$ cat src/rtl/bsram_sync_ctrl_if.sv
// SD-sector handshake between the BSRAM sync controller and hps_io.
// The controller requests one sector at a time; hps_io acknowledges with an sd_ack pulse.
interface bsram_sync_ctrl_if;
  logic [31:0] sd_lba;
  logic        sd_rd;
  logic        sd_wr;
  logic        sd_ack;

  modport master (output sd_lba, output sd_rd, output sd_wr, input sd_ack);
  modport slave  (input sd_lba, input sd_rd, input sd_wr, output sd_ack);
endinterface

$ cat src/rtl/bsram_sync_ctrl.sv
// Moves BSRAM contents to/from the SD save file one 512-byte sector at a time,
// tracking CPU-dirtied sectors so autosave only writes back what changed.
module bsram_sync_ctrl #(
  parameter int SECT_AW      = 8,
  parameter int IDLE_TIMEOUT = 21477270
) (
  input  logic                    clk_sys,
  input  logic                    RESET,
  input  logic                    bk_ena,
  input  logic [23:0]             ram_mask,
  input  logic                    load_req,
  input  logic                    save_req,
  input  logic                    dl_done,
  input  logic                    autosave_en,
  input  logic                    bsram_we,
  input  logic [16:0]             bsram_addr,
  bsram_sync_ctrl_if.master       sd,
  output logic                    busy,
  output logic                    loading,
  output logic                    dirty
);

  localparam int NSECT = 1 << SECT_AW;
  localparam int IW    = SECT_AW + 1;
  localparam int TW    = $clog2(IDLE_TIMEOUT + 1);
  localparam logic [TW-1:0] TMAX = TW'(IDLE_TIMEOUT);

  typedef enum logic [2:0] {IDLE, SCAN, REQ, WAIT_ACK, WAIT_DONE} state_t;

  state_t state, state_nxt;

  // idx carries one extra bit so it can step past a last sector of 2^SECT_AW-1
  logic [IW-1:0]      idx, idx_nxt;
  logic [IW-1:0]      last, last_nxt, last_cand;
  logic               mode_load, mode_load_nxt;
  logic               mode_full, mode_full_nxt;
  logic [SECT_AW-1:0] lba_q, lba_nxt;
  logic               rd_q, rd_nxt;
  logic               wr_q, wr_nxt;
  logic               loading_q, loading_nxt;
  logic               clr_one, clr_all;

  logic [NSECT-1:0]   dirty_map, dirty_map_nxt;
  logic [TW-1:0]      timer;
  logic               dirty_any;

  logic               load_hist, save_hist, ack_hist;
  logic               load_edge, save_edge, ack_rise, ack_fall;
  logic [14:0]        mask_sect;
  logic [SECT_AW-1:0] wr_sect;
  logic               unused_bits;

  assign mask_sect = ram_mask[23:9];
  assign wr_sect   = bsram_addr[9+SECT_AW-1:9];
  assign last_cand = (mask_sect > 15'(NSECT - 1)) ? IW'(NSECT - 1)
                                                  : {1'b0, mask_sect[SECT_AW-1:0]};

  assign load_edge = load_req & ~load_hist;
  assign save_edge = save_req & ~save_hist;
  assign ack_rise  = sd.sd_ack & ~ack_hist;
  assign ack_fall  = ~sd.sd_ack & ack_hist;
  assign dirty_any = |dirty_map;

  assign sd.sd_lba = {{(32-SECT_AW){1'b0}}, lba_q};
  assign sd.sd_rd  = rd_q;
  assign sd.sd_wr  = wr_q;
  assign busy      = (state != IDLE);
  assign loading   = loading_q;
  assign dirty     = dirty_any;

  assign unused_bits = ^{ram_mask[8:0], bsram_addr[8:0]};

  // Edge history follows the inputs even during reset, so a level already high is not an edge
  always_ff @(posedge clk_sys) begin
    load_hist <= load_req;
    save_hist <= save_req;
    ack_hist  <= sd.sd_ack;
  end

  always_ff @(posedge clk_sys) begin
    if (RESET) begin
      state     <= IDLE;
      idx       <= '0;
      last      <= '0;
      mode_load <= 1'b0;
      mode_full <= 1'b0;
      lba_q     <= '0;
      rd_q      <= 1'b0;
      wr_q      <= 1'b0;
      loading_q <= 1'b0;
    end else begin
      state     <= state_nxt;
      idx       <= idx_nxt;
      last      <= last_nxt;
      mode_load <= mode_load_nxt;
      mode_full <= mode_full_nxt;
      lba_q     <= lba_nxt;
      rd_q      <= rd_nxt;
      wr_q      <= wr_nxt;
      loading_q <= loading_nxt;
    end
  end

  always_comb begin
    state_nxt     = state;
    idx_nxt       = idx;
    last_nxt      = last;
    mode_load_nxt = mode_load;
    mode_full_nxt = mode_full;
    lba_nxt       = lba_q;
    rd_nxt        = rd_q;
    wr_nxt        = wr_q;
    loading_nxt   = loading_q;
    clr_one       = 1'b0;
    clr_all       = 1'b0;

    case (state)
      IDLE: begin
        if (bk_ena) begin
          if (dl_done || load_edge) begin
            state_nxt     = SCAN;
            idx_nxt       = '0;
            last_nxt      = last_cand;
            mode_load_nxt = 1'b1;
            mode_full_nxt = 1'b1;
            loading_nxt   = 1'b1;
          end else if (save_edge) begin
            state_nxt     = SCAN;
            idx_nxt       = '0;
            last_nxt      = last_cand;
            mode_load_nxt = 1'b0;
            mode_full_nxt = 1'b1;
          end else if (autosave_en && dirty_any && (timer == TMAX)) begin
            state_nxt     = SCAN;
            idx_nxt       = '0;
            last_nxt      = last_cand;
            mode_load_nxt = 1'b0;
            mode_full_nxt = 1'b0;
          end
        end
      end
      SCAN: begin
        if (idx > last) begin
          state_nxt = IDLE;
          if (mode_load) begin
            loading_nxt = 1'b0;
            clr_all     = 1'b1;
          end
        end else if (mode_full || dirty_map[idx[SECT_AW-1:0]]) begin
          state_nxt = REQ;
          lba_nxt   = idx[SECT_AW-1:0];
          rd_nxt    = mode_load;
          wr_nxt    = ~mode_load;
        end else begin
          idx_nxt = idx + 1'b1;
        end
      end
      REQ: begin
        state_nxt = WAIT_ACK;
        clr_one   = ~mode_load;
      end
      WAIT_ACK: begin
        if (ack_rise) begin
          rd_nxt    = 1'b0;
          wr_nxt    = 1'b0;
          state_nxt = WAIT_DONE;
        end
      end
      WAIT_DONE: begin
        if (ack_fall) begin
          idx_nxt   = idx + 1'b1;
          state_nxt = SCAN;
        end
      end
      default: state_nxt = IDLE;
    endcase
  end

  // A CPU write in the same cycle as a clear keeps its bit set
  always_comb begin
    dirty_map_nxt = dirty_map;
    if (clr_all)
      dirty_map_nxt = '0;
    else if (clr_one)
      dirty_map_nxt = dirty_map & ~(NSECT'(1) << idx[SECT_AW-1:0]);
    if (bsram_we)
      dirty_map_nxt = dirty_map_nxt | (NSECT'(1) << wr_sect);
  end

  always_ff @(posedge clk_sys) begin
    if (RESET) begin
      dirty_map <= '0;
      timer     <= '0;
    end else begin
      dirty_map <= dirty_map_nxt;
      if (bsram_we || clr_all)
        timer <= '0;
      else if (dirty_any && (timer != TMAX))
        timer <= timer + 1'b1;
    end
  end

endmodule
$ cat src/flat_wrapper.sv
// flat-port wrapper written by rule: the top's interface ports become plain ports
module bsram_sync_ctrl_flat 
#(
  parameter int SECT_AW      = 8,
  parameter int IDLE_TIMEOUT = 21477270
)
  (clk_sys, RESET, bk_ena, ram_mask, load_req, save_req, dl_done, autosave_en, bsram_we, bsram_addr, busy, loading, dirty, sd_sd_lba, sd_sd_rd, sd_sd_wr, sd_sd_ack);
  bsram_sync_ctrl_if sd_i ();
  input  logic clk_sys;
  input  logic RESET;
  input  logic bk_ena;
  input  logic [23:0] ram_mask;
  input  logic load_req;
  input  logic save_req;
  input  logic dl_done;
  input  logic autosave_en;
  input  logic bsram_we;
  input  logic [16:0] bsram_addr;
  output logic busy;
  output logic loading;
  output logic dirty;
  output wire logic [$bits(sd_i.sd_lba)-1:0] sd_sd_lba;
  output wire logic [$bits(sd_i.sd_rd)-1:0] sd_sd_rd;
  output wire logic [$bits(sd_i.sd_wr)-1:0] sd_sd_wr;
  input wire logic [$bits(sd_i.sd_ack)-1:0] sd_sd_ack;
  assign sd_sd_lba = sd_i.sd_lba;
  assign sd_sd_rd = sd_i.sd_rd;
  assign sd_sd_wr = sd_i.sd_wr;
  assign sd_i.sd_ack = sd_sd_ack;
  bsram_sync_ctrl #(.SECT_AW(SECT_AW), .IDLE_TIMEOUT(IDLE_TIMEOUT)) u_core (.clk_sys(clk_sys), .RESET(RESET), .bk_ena(bk_ena), .ram_mask(ram_mask), .load_req(load_req), .save_req(save_req), .dl_done(dl_done), .autosave_en(autosave_en), .bsram_we(bsram_we), .bsram_addr(bsram_addr), .sd(sd_i), .busy(busy), .loading(loading), .dirty(dirty));
endmodule
$ cat config.mk
export PLATFORM = sky130hd
export DESIGN_NAME = bsram_sync_ctrl_flat
export DESIGN_NICKNAME = d
export VERILOG_FILES = /design/src/rtl/bsram_sync_ctrl_if.sv /design/src/rtl/bsram_sync_ctrl.sv /design/src/flat_wrapper.sv
export SDC_FILE = /design/constraint.sdc
export NUM_CORES = 1
export LEC_CHECK = 0
export ABC_AREA = 1
export BUFFER_PORTS_ARGS = -buffer_cell sky130_fd_sc_hd__buf_2
export CAP_MARGIN = 5
export CORE_MARGIN = 3
export CORE_UTILIZATION = 60
export DETAILED_ROUTE_END_ITERATION = 7
export PLACE_DENSITY = 0.77
export SLEW_MARGIN = 20
export SYNTH_ARGS = -nofsm -noshare
export SYNTH_HDL_FRONTEND = slang
export SYNTH_SLANG_ARGS = --single-unit
$ cat constraint.sdc
create_clock -name clk_sys -period 3.2 [get_ports clk_sys]
set_clock_uncertainty 0.15 [all_clocks]
set_input_delay 0.64 -clock clk_sys [delete_from_list [all_inputs] [get_ports clk_sys]]
set_output_delay 0.64 -clock clk_sys [all_outputs]
set_load 0.05 [all_outputs]
After elaboration in Yosys (flattened, before gate mapping) --
Cells that the tools add are included.
Storage, ports and cells: register bits 318, bits of input ports 50, output and inout bits 37, word-level logic and storage cells 118
Cells by class: add/sub/neg operators 2, $lt $le $gt $ge 3, equality and inequality tests 17, shift-type cells 2, multiplexer cells 47, bitwise gates (word level) 13, reduce and logical (&&, ||, !) cells 20
Operators with widths (count):
- $mux 256 | 3
- $shl 1x8->256 const A | 2
- $and 256x256->256 | 1
- $not 256->256 | 1
- $or 256x256->256 | 1
- $reduce_or 256->1 | 1
- $mux 9 | 10
- $pmux 9 s3 | 1
- $add 25x1->25 const B | 1
- $eq 25x25->1 const B | 1
- $ne 25x25->1 const B | 1
- $mux 3 | 8
- $mux 1 | 19
- $gt 15x8->1 const B | 1
- $pmux 3 s5 | 1
- $ne 2x1->1 const B | 6
- $reduce_and 5->1 | 2
- $add 9x1->9 const B | 1
- $gt 9x9->1 | 1
- $lt 8x9->1 const B | 1
- $reduce_bool 3->1 | 3
- $bmux 1 s8 | 1
- $mux 8 | 1
- $eq 3x2->1 const B | 2
- 16 further kinds | 34

Longest topological paths before layout --
Gate-level depths: netlist of the first run.
word-level depth 8, mapped depth 20, gate-level depth less buffers 17

Worst setup path before layout of the first run --
OpenSTA, ideal clock, no wires.
path type register to register, start point register u_core.idx[0], end point register u_core.dirty_map[112], library setup time 0.132 ns, arrival time 2.319 ns, data required time 2.918 ns, slack 0.598 ns, stages on the path, launching flop included 14, path buffers 4, period minus slack after synthesis 2.602 ns, cell sequence dfxtp_1 inv_2 buf_4 buf_2 ha_1 or3b_2 nand3_1 nand2_1 inv_1 nand3_1 clkbuf_1 clkbuf_1 o211ai_1 a21oi_1
Between the ends: cells in the longest elaborated chain, start to end 7, elaborated cells between the ends (all ways) 10, those cells by class order compare: 1; shift: 1; mux: 5; bitwise: 3
RTL lines:
- start, declared | RTL line bsram_sync_ctrl.sv:33 | logic [IW-1:0] idx, idx_nxt;
- start signal, assigned | RTL line bsram_sync_ctrl.sv:93 | idx <= idx_nxt;
- parallel branches: the longest is 4 deep, another holds $gt 9x9->1
- $mux 256 * | RTL line bsram_sync_ctrl.sv:182 | if (clr_all)
- $or 256x256->256 | RTL line bsram_sync_ctrl.sv:187 | dirty_map_nxt = dirty_map_nxt | (NSECT'(1) << wr_sect);
- $mux 256 * | RTL line bsram_sync_ctrl.sv:186 | if (bsram_we)
- end signal, assigned | RTL line bsram_sync_ctrl.sv:195 | dirty_map <= dirty_map_nxt;
- end, declared | RTL line bsram_sync_ctrl.sv:43 | logic [NSECT-1:0] dirty_map, dirty_map_nxt;
Every way passes the cells marked *. A chain may end at the register's enable or synchronous reset.

Worst setup path in the final report of the first run --
start point register u_core.dirty_map[47], end point output dirty
Between the ends: cells in the longest elaborated chain, start to end 1
RTL lines:
- $reduce_or 256->1 | RTL line bsram_sync_ctrl.sv:62 | assign dirty_any = |dirty_map;
- end, declared | RTL line flat_wrapper.sv:21 | output logic dirty;
No other way between the ends.

==> out/qor.log, run 1 <==
[run_status] result of the run finished with violations
[run_status] violated checks design-rule violations
[logic_synthesis] netlist area before placement 0.01922 mm²
[critical_path] data arrival time at the worst-slack endpoint 2360 ps
[sta] max_slew headroom 0.3042
[power_and_ir_drop] Gate power share 0.317
[cts] TritonCTS clock tree yes
[final_layout] area delta synth->final 8.516%
[power_and_ir_drop] part of the power in registers 0.334
[critical_path] cell with the biggest individual delay on the critical path sky130_fd_sc_hd__dfxtp_1
[place] # port buffers 44
[cts] clock network latency to the later pin of the worst-skew pair 540 ps
[floorplan] die width 185.0 µm
[global_route] initial antenna violation count 2
[route] Vias 22017
[logic_synthesis] cell with the most instances after synthesis sky130_fd_sc_hd__nand2_1
[global_route] Tot GR Track Use 0.3994
[floorplan] count of standard-cell rows 64
[sta] final worst setup slack 50.12 ps
[place] setup slack after placement 337.4 ps
[route] detailed-route wire length 70600 µm
[logic_synthesis] top cells by area, synth sky130_fd_sc_hd__dfxtp_1 (33%), sky130_fd_sc_hd__nand2_1 (13%), sky130_fd_sc_hd__o211ai_1 (11%)
[logic_synthesis] Cells after Synth 3025
[power_and_ir_drop] Peak VDD IR 0.0004572 V
[logic_synthesis] count of distinct cell types in the synthesized netlist 39
[final_layout] share of final-layout standard cells stronger than drive strength 1 0.06739
[min_path] Worst Hold Class input port to flip-flop
[critical_path] Worst Setup Start Kind flip-flop
[place] routability cong. 1.052
[logic_synthesis] register bit total from synthesis 317
[logic_synthesis] area share of the leading cell type in the synthesized netlist 0.3302
[global_route] largest net degree at the start of global routing 129
[cts] CTS Sinks 317
[global_route] wire length of the first global-routing pass 109300 µm
[power_and_ir_drop] share of total power consumed by net switching 0.3877
[sta] setup violators final 0
[cts] number of buffers on the longest clock path 3
[logic_synthesis] FFs w/ async S/R, synth 0
[power_and_ir_drop] sw power 4.794 mW
[route] routed length per placed instance 20.97 µm
[power_and_ir_drop] Cell Int Power 7.571 mW
[critical_path] ordered cell list for the critical path inv_1 > nand3_1 > nor3_1 > nand2_1 > nor2_2 > nand2_1 > nor2_1 > nand2_2 > buf_4
[power_and_ir_drop] Static Leak 7.731 nW
[final_layout] number of filler instances in the final layout 2827
[critical_path] crit-path max FO 3
[floorplan] die span in y 185.0 µm
[floorplan] die area 0.03421 mm²
[critical_path] cell class contributing the biggest share of worst-path delay simple AND/OR/NAND/NOR gates
[critical_path] worst setup path class flip-flop to output pin
[floorplan] starting utilization of the core area 0.6185
[final_layout] Net count, final 3006
[critical_path] Critical Path RT 2410 ps
[job] max cap viols 0
[logic_synthesis] Most used DFF post-synth sky130_fd_sc_hd__dfxtp_1
[critical_path] kind of end point of the critical path output pin
[global_route] number of global-route vias before repair 20459
[cts] CTS H-tree lvls 2
[sta] transition at the pin with the smallest max-transition slack 1044 ps
[critical_path] slowest cell delay on critical path 310 ps
[critical_path] most frequent cell on the critical path sky130_fd_sc_hd__nand2_1
[power_and_ir_drop] areal power density over the cells 593.0 mW/mm²
[place] detailed placement HPWL 45080 µm
[route] number of DRC markers in iteration 0 3440
[route] DRC violation count after routing 1
[sta] min Tclk post-route 3150 ps
[logic_synthesis] Yosys Warn Count 0
[logic_synthesis] average instance area after synthesis 6.353 µm²
[route] Vias per Instance 6.541
[sta] setup repair after global routing missed its margin false
[logic_synthesis] largest area contributor in the netlist sky130_fd_sc_hd__dfxtp_1
[cts] post-CTS clock slew at the launch and capture registers of the worst setup and hold paths 60 ps
[sta] number of pins exceeding their max-slew limit in the final report 0
[cts] CTS root buffer sky130_fd_sc_hd__clkbuf_16
[cts] Post-CTS Setup Repair Bufs 0
[logic_synthesis] sequential cell area fraction in the yosys report 0.3302
[place] Placed Cells incl. Taps 3298
[sta] Total Negative Setup Slacks 0 ps
[critical_path] buffering stage count on the worst path with inverters included 2
[logic_synthesis] Commonest cells post-synth sky130_fd_sc_hd__nand2_1 (674), sky130_fd_sc_hd__nand3_1 (370), sky130_fd_sc_hd__dfxtp_1 (317)
[floorplan] count of boundary I/O pins 87
[route] drt first pass iters 8
[sta] Final Hold Vio Count 0
[floorplan] area of the placeable core 0.03107 mm²
[power_and_ir_drop] clock share of power 0.349
[logic_synthesis] Post-synth EDFFs 0
[sta] Achievable Freq 317.5 MHz
[global_route] overflow left after global routing 0
[sta] period utilization 0.9843
[cts] CTS Buf Count 36
[route] Final ANT Viol Nets 0
[final_layout] Finished Layout Cells 3366
[cell families (layout without fill, tap and decap cells)]
| kind of cell | count (synthesis) | count (layout) | synth area share |
|---|---|---|---|
| AOI/OAI and AO/OA | 654 | 654 | 0.2089 |
| xor gates and xnor gates | 9 | 9 | 0.004102 |
| adders and majority gates | 16 | 16 | 0.01042 |
| buffers and inverters | 546 | 466 | 0.1163 |
| DFF | 317 | 317 | 0.3302 |
| other | 1 | 26 | 0.0001951 |
| and+or+nand+nor | 1482 | 1482 | 0.3298 |
[power groups by stage]
stage	combinational, mW	clock, mW	sequential [mW]
6_report	3.92	4.31	4.13
2_1_floorplan	2.52	0	4.21
4_1_cts	3.74	4.33	4.13
5_1_grt	4.16	4.50	4.14
3_5_place_dp	3.73	0	4.21
3_3_place_gp	3.67	0	4.21
[routing by layer]
metal | up-vias | global-route usage | wire length [µm] | share of wire
li1 | 9986 | - | - | -
met1 | 10027 | 0.5207 | 26420 | 0.37
met2 | 1651 | 0.5988 | 29820 | 0.42
met3 | 351 | 0.1115 | 9737 | 0.14
met4 | 2 | 0.2197 | 4608 | 0.065
met5 | - | 0 | 10 | 0.00014
[metrics by stage]
| stage | utilization | power (mW) | hold slack (ps) | area, µm² |
|---|---|---|---|---|
| final | 0.6712 | 12.37 | 77.14 | 20850 |
| after global routing | 0.6710 | 12.80 | 66.51 | 20850 |
| after CTS | 0.6706 | 12.20 | 66.21 | 20840 |
| after detailed placement | 0.6312 | 7.940 | 302.6 | 19610 |
| after global placement | 0.6312 | 7.886 | 296.7 | 19610 |
| after floorplan | - | 6.727 | 296.2 | 19300 |
[flip-flops by register name, summed over array words and instances (netlist names), 3 cells and up]
register / count
u_core.dirty_map: 256
u_core.idx: 9
u_core.last: 8
u_core.lba_q: 8
u_core.state: 3
u_core.timer: 25
[path summary, 6_finish.rpt]
path / endpoint / slack [ps] / depth (start not counted) / startpoint
worst min-delay path: u_core.load_hist / 80 / 1 / load_req
worst min register to register: u_core.lba_q[7] / 310 / 2 / u_core.lba_q[7]
worst max-delay path: dirty / 50 / 9 / u_core.dirty_map[47]
worst max register to register: u_core.lba_q[2] / 320 / 12 / u_core.idx[0]
[cell usage in the layout, fill, tap and decap left out, types with 5 or more instances in the layout]
| cell | instances |
|---|---|
| sky130_fd_sc_hd__a211oi_1 | 7 |
| sky130_fd_sc_hd__a21oi_1 | 311 |
| sky130_fd_sc_hd__buf_12 | 15 |
| sky130_fd_sc_hd__buf_2 | 41 |
| sky130_fd_sc_hd__buf_4 | 51 |
| sky130_fd_sc_hd__clkbuf_1 | 7 |
| sky130_fd_sc_hd__clkbuf_16 | 37 |
| sky130_fd_sc_hd__clkbuf_8 | 10 |
| sky130_fd_sc_hd__clkinv_2 | 9 |
| sky130_fd_sc_hd__conb_1 | 24 |
| sky130_fd_sc_hd__dfxtp_1 | 314 |
| sky130_fd_sc_hd__ha_1 | 16 |
| sky130_fd_sc_hd__inv_1 | 284 |
| sky130_fd_sc_hd__nand2_1 | 671 |
| sky130_fd_sc_hd__nand3_1 | 369 |
| sky130_fd_sc_hd__nand4_1 | 62 |
| sky130_fd_sc_hd__nor2_1 | 301 |
| sky130_fd_sc_hd__nor2_2 | 8 |
| sky130_fd_sc_hd__nor3_1 | 38 |
| sky130_fd_sc_hd__nor4_1 | 12 |
| sky130_fd_sc_hd__o211ai_1 | 280 |
| sky130_fd_sc_hd__o21ai_0 | 49 |
| sky130_fd_sc_hd__xor2_1 | 5 |
[repair_timing]
action | in CTS | in global routing
gates resized for setup | 0 | 6
endpoints found under the setup margin | 0 | 1
hold buffers | 0 | 0
[area by class of cell]
cell class | instances | area [µm²] | share of cell area
clock inverters | 13 | 150.1 | 0.007200
well taps | 396 | 495.5 | 0.02376
clock buffers | 53 | 1076 | 0.05160
inverters | 292 | 1099 | 0.05268
diodes | 2 | 5.005 | 0.0002400
multi-input cells | 2185 | 10770 | 0.5166
repair buffers | 108 | 902.1 | 0.04326
flip-flops and latches | 317 | 6352 | 0.3046
(Power assumes the default switching activity.)
==> run 2: changes to the inputs <==
--- a/config.mk
+++ b/config.mk
@@ -5,7 +5,7 @@
 export SDC_FILE = /design/constraint.sdc
 export NUM_CORES = 1
 export LEC_CHECK = 0
-export ABC_AREA = 1
+export ABC_AREA = 0
 export BUFFER_PORTS_ARGS = -buffer_cell sky130_fd_sc_hd__buf_2
 export CAP_MARGIN = 5
 export CORE_MARGIN = 3
==> run 2 against run 1 <==
The run ends with design-rule violations, negative setup slack left. Cell area grew 0.86%. Hold slack better by 9.3 ps. Global-route usage increased by 3.0 points. Total power fell by 26%. Core utilization increased by 13 points.
==> out/qor.log, run 2 <==
[floorplan] die area 0.02895 mm² [-15%]
[global_route] overflow left after global routing 0 [unchanged]
[logic_synthesis] cell with the most instances after synthesis sky130_fd_sc_hd__nand2_1
[critical_path] worst setup path class flip-flop to flip-flop
[logic_synthesis] largest area contributor in the netlist sky130_fd_sc_hd__dfxtp_1
[final_layout] area delta synth->final 30.09%
[place] setup slack after placement -470.0 ps [-807.4 ps]
[critical_path] ordered cell list for the critical path inv_1 > buf_4 > o31ai_1 > a211oi_2 > buf_4 > o32ai_4 > buf_4 > buf_4 > nand4b_1 > buf_12 > mux2i_2 > nor2_1
[sta] Final Hold Vio Count 0 [unchanged]
[route] routed length per placed instance 29.11 µm [+39%]
[critical_path] worst setup path startpoint u_core.idx[2]
[sta] Achievable Freq 257.7 MHz [-19%]
[critical_path] slowest cell delay on critical path 810 ps [+500 ps]
[final_layout] Regs by FF count u_core.dirty_map: 256 flops, u_core.timer: 25 flops, u_core.idx: 9 flops
[route] DRC violation count after routing 8 [+7]
[sta] final worst setup slack -679.7 ps [-729.9 ps]
[logic_synthesis] register bit total from synthesis 317 [unchanged]
[place] detailed placement HPWL 43240 µm [-4.1%]
[final_layout] Net count, final 2246 [-25%]
[cts] clock network latency to the later pin of the worst-skew pair 530 ps [about the same]
[logic_synthesis] netlist area before placement 0.01617 mm² [-16%]
[route] drt first pass iters 8 [unchanged]
[job] max cap viols 0 [unchanged]
[route] number of DRC markers in iteration 0 3594 [+4.5%]
[critical_path] length in cells of the worst reg-to-reg path 12 [unchanged]
[min_path] endpoint with the worst hold slack u_core.save_hist
[min_path] critical hold path startpoint save_req
[logic_synthesis] FFs w/ async S/R, synth 0 [unchanged]
[global_route] wire length of the first global-routing pass 96110 µm [-12%]
[run_status] result of the run finished with violations
[logic_synthesis] Post-synth EDFFs 0 [unchanged]
[power_and_ir_drop] areal power density over the cells 434.8 mW/mm² [-27%]
[sta] transition at the pin with the smallest max-transition slack 950.8 ps [-92.95 ps]
[final_layout] number of filler instances in the final layout 1628 [-42%]
[place] routability cong. 1.104 [+4.9%]
[cts] CTS Sinks 317 [unchanged]
[critical_path] crit-path max FO 12 [+9]
[floorplan] die span in y 170.2 µm [-8.0%]
[power_and_ir_drop] Peak VDD IR 0.0004715 V [+3.1%]
[critical_path] launching point of the worst reg2reg path u_core.idx[2]
[run_status] violated checks design-rule violations, negative setup slack
[place] # port buffers 44 [unchanged]
[final_layout] commonest cells after routing, fill and taps aside sky130_fd_sc_hd__nand2_1 (330), sky130_fd_sc_hd__dfxtp_1 (311), sky130_fd_sc_hd__a21oi_1 (272)
[min_path] worst hold path depth 1 [unchanged]
[critical_path] cell with the biggest individual delay on the critical path sky130_fd_sc_hd__o31ai_1
[logic_synthesis] average instance area after synthesis 8.369 µm² [+32%]
[critical_path] data arrival time at the worst-slack endpoint 4110 ps [+1750 ps]
[critical_path] most frequent cell on the critical path sky130_fd_sc_hd__buf_4
[route] Final ANT Viol Nets 0 [unchanged]
[final_layout] number of flip-flops in the largest register 256 [unchanged]
[cts] number of buffers on the longest clock path 3 [unchanged]
[critical_path] Critical Path RT 3430 ps [+1020 ps]
[final_layout] register with the highest flop count u_core.dirty_map
[sta] max_slew headroom 0.3607 [+0.05655]
[cts] post-CTS clock slew at the launch and capture registers of the worst setup and hold paths 60 ps [about the same]
[cts] CTS H-tree lvls 2 [unchanged]
[logic_synthesis] count of distinct cell types in the synthesized netlist 59 [+51%]
[cts] CTS root buffer sky130_fd_sc_hd__clkbuf_16
[cts] cts hold-fix bufs 0 [unchanged]
[global_route] Tot GR Track Use 0.4291 [+0.02962]
[sta] period utilization 1.212 [+0.2281]
[min_path] Worst Hold Class input port to flip-flop
[logic_synthesis] Yosys Warn Count 0 [unchanged]
[logic_synthesis] area share of the leading cell type in the synthesized netlist 0.3925 [+0.06225]
[logic_synthesis] top cells by area, synth sky130_fd_sc_hd__dfxtp_1 (39%), sky130_fd_sc_hd__o211ai_1 (12%), sky130_fd_sc_hd__a21oi_1 (8.6%)
[final_layout] most common cell after layout, fill and taps aside sky130_fd_sc_hd__nand2_1
[floorplan] count of standard-cell rows 59 [-7.8%]
[floorplan] starting utilization of the core area 0.6153 [-0.003253]
[route] detailed-route wire length 73930 µm [+4.7%]
[cts] CTS Buf Count 35 [-2.8%]
[critical_path] Worst Setup Start Kind flip-flop
[route] Vias per Instance 7.521 [+15%]
[final_layout] share of final-layout standard cells stronger than drive strength 1 0.2474 [+0.1800]
[sta] number of pins exceeding their max-slew limit in the final report 0 [unchanged]
[floorplan] die width 170.2 µm [-8.0%]
[sta] setup repair after global routing missed its margin true
[global_route] initial antenna violation count 2 [unchanged]
[logic_synthesis] Most used DFF post-synth sky130_fd_sc_hd__dfxtp_1
[power_and_ir_drop] Static Leak 7.539 nW [-2.5%]
[sta] min Tclk post-route 3880 ps [+729.9 ps]
[sta] setup violators final 310 [+310]
[critical_path] capturing point of the worst reg2reg path u_core.lba_q[6]
[critical_path] reg2reg setup slack -680 ps [-1000 ps]
[sta] Worst Hold Slack 86.45 ps [+9.312 ps]
[critical_path] kind of end point of the critical path flip-flop
[floorplan] area of the placeable core 0.02628 mm² [-15%]
[route] Vias 19104 [-13%]
[cts] TritonCTS clock tree yes
[logic_synthesis] sequential cell area fraction in the yosys report 0.3925 [+0.06225]
[global_route] number of global-route vias before repair 16436 [-20%]
[logic_synthesis] Cells after Synth 1932 [-36%]
[floorplan] count of boundary I/O pins 87 [unchanged]
[global_route] largest net degree at the start of global routing 105 [-19%]
[logic_synthesis] Commonest cells post-synth sky130_fd_sc_hd__nand2_1 (331), sky130_fd_sc_hd__dfxtp_1 (317), sky130_fd_sc_hd__a21oi_1 (277)
## run 2: changes by cell type in the layout (fill, tap and decap cells not counted), moves of 24 or more
cell,delta
sky130_fd_sc_hd__a21oi_1,-39
sky130_fd_sc_hd__buf_4,+205
sky130_fd_sc_hd__clkbuf_16,+24
sky130_fd_sc_hd__inv_1,-265
sky130_fd_sc_hd__mux2i_1,+46
sky130_fd_sc_hd__mux4_2,+52
sky130_fd_sc_hd__nand2_1,-341
sky130_fd_sc_hd__nand3_1,-349
sky130_fd_sc_hd__nand4_1,-34
sky130_fd_sc_hd__nor2_1,-201
sky130_fd_sc_hd__nor4_1,+54
sky130_fd_sc_hd__o21ai_0,-41
## run 2: kinds of logic (layout without fill, tap and decap cells)
| family | Yosys count | count (layout) | synth area share |
|---|---|---|---|
| xor+xnor | 25 | 25 | 0.01354 |
| flops | 317 | 317 | 0.3925 |
| compound gates | 602 | 603 | 0.2364 |
| simple gates | 659 | 659 | 0.1867 |
| mux | 101 | 101 | 0.1028 |
| buf+inv | 211 | 458 | 0.05541 |
| fa+ha+maj | 16 | 16 | 0.01238 |
| other cells | 1 | 26 | 0.0002319 |
## run 2: report_power, final
group	switching [mW]	internal, mW	total, mW	leakage (nW)
logic	0.716	0.441	1.16	4.44
registers	0.0478	3.98	4.03	2.56
clock network	1.68	2.28	3.96	0.539
## run 2: what timing repair did
item | CTS | global route
resized for setup | 29 | 103
endpoints found under the setup margin | 124 | 305
gates cloned | 3 | 37
pin swaps | 6 | 200
buffers inserted | 5 | 23
## run 2: per-layer routing
| layer | part of all wire | global-route usage | vias to the layer above |
|---|---|---|---|
| li1 | - | - | 7607 |
| met1 | 0.32 | 0.5454 | 8706 |
| met2 | 0.41 | 0.6482 | 2075 |
| met3 | 0.17 | 0.1099 | 714 |
| met4 | 0.099 | 0.2811 | 2 |
| met5 | 0.00046 | 0 | - |
## run 2: layout make-up
type | instances | area, µm² | area share
Multi-Input combinational cell | 1428 | 9331 | 0.4436
Sequential cell | 317 | 6361 | 0.3024
Timing Repair Buffer | 377 | 3739 | 0.1777
Clock buffer | 55 | 1064 | 0.05056
Tap cell | 335 | 419.2 | 0.01993
Inverter | 21 | 86.33 | 0.004104
Clock inverter | 5 | 28.78 | 0.001368
Antenna cell | 2 | 5.005 | 0.0002379
## run 2: worst max-delay path by stage
stage / to / slack, ps / depth (start not counted)
final: u_core.lba_q[6] / -680 / 12
after global placement: u_core.idx[8] / -440 / 9
after CTS: u_core.idx[8] / -260 / 10
after global routing: u_core.idx[6] / -580 / 13
after floorplan: u_core.idx[4] / 1 / 9
after detailed placement: u_core.idx[8] / -470 / 9
## run 2: through the flow
step	cells	util	TNS, ps	cell area, µm²	power, mW
6_report	2540	0.8004	-42010	21030	9.145
5_1_grt	2538	0.8002	-49540	21030	9.301
4_1_cts	2479	0.7467	-2212	19620	8.878
3_5_place_dp	2411	0.6960	-9096	18290	4.985
3_3_place_gp	2411	0.6960	-6644	18290	4.969
2_1_floorplan	1955	-	0	16290	4.666
## run 2: worst max-delay path: cells and delay by family (launching register included)
kind | cells | cell delay [ps]
DFF | 1 | 760
AOI/OAI and AO/OA | 3 | 1110
muxes | 1 | 180
buffers and inverters | 6 | 1290
and+or+nand+nor | 2 | 230
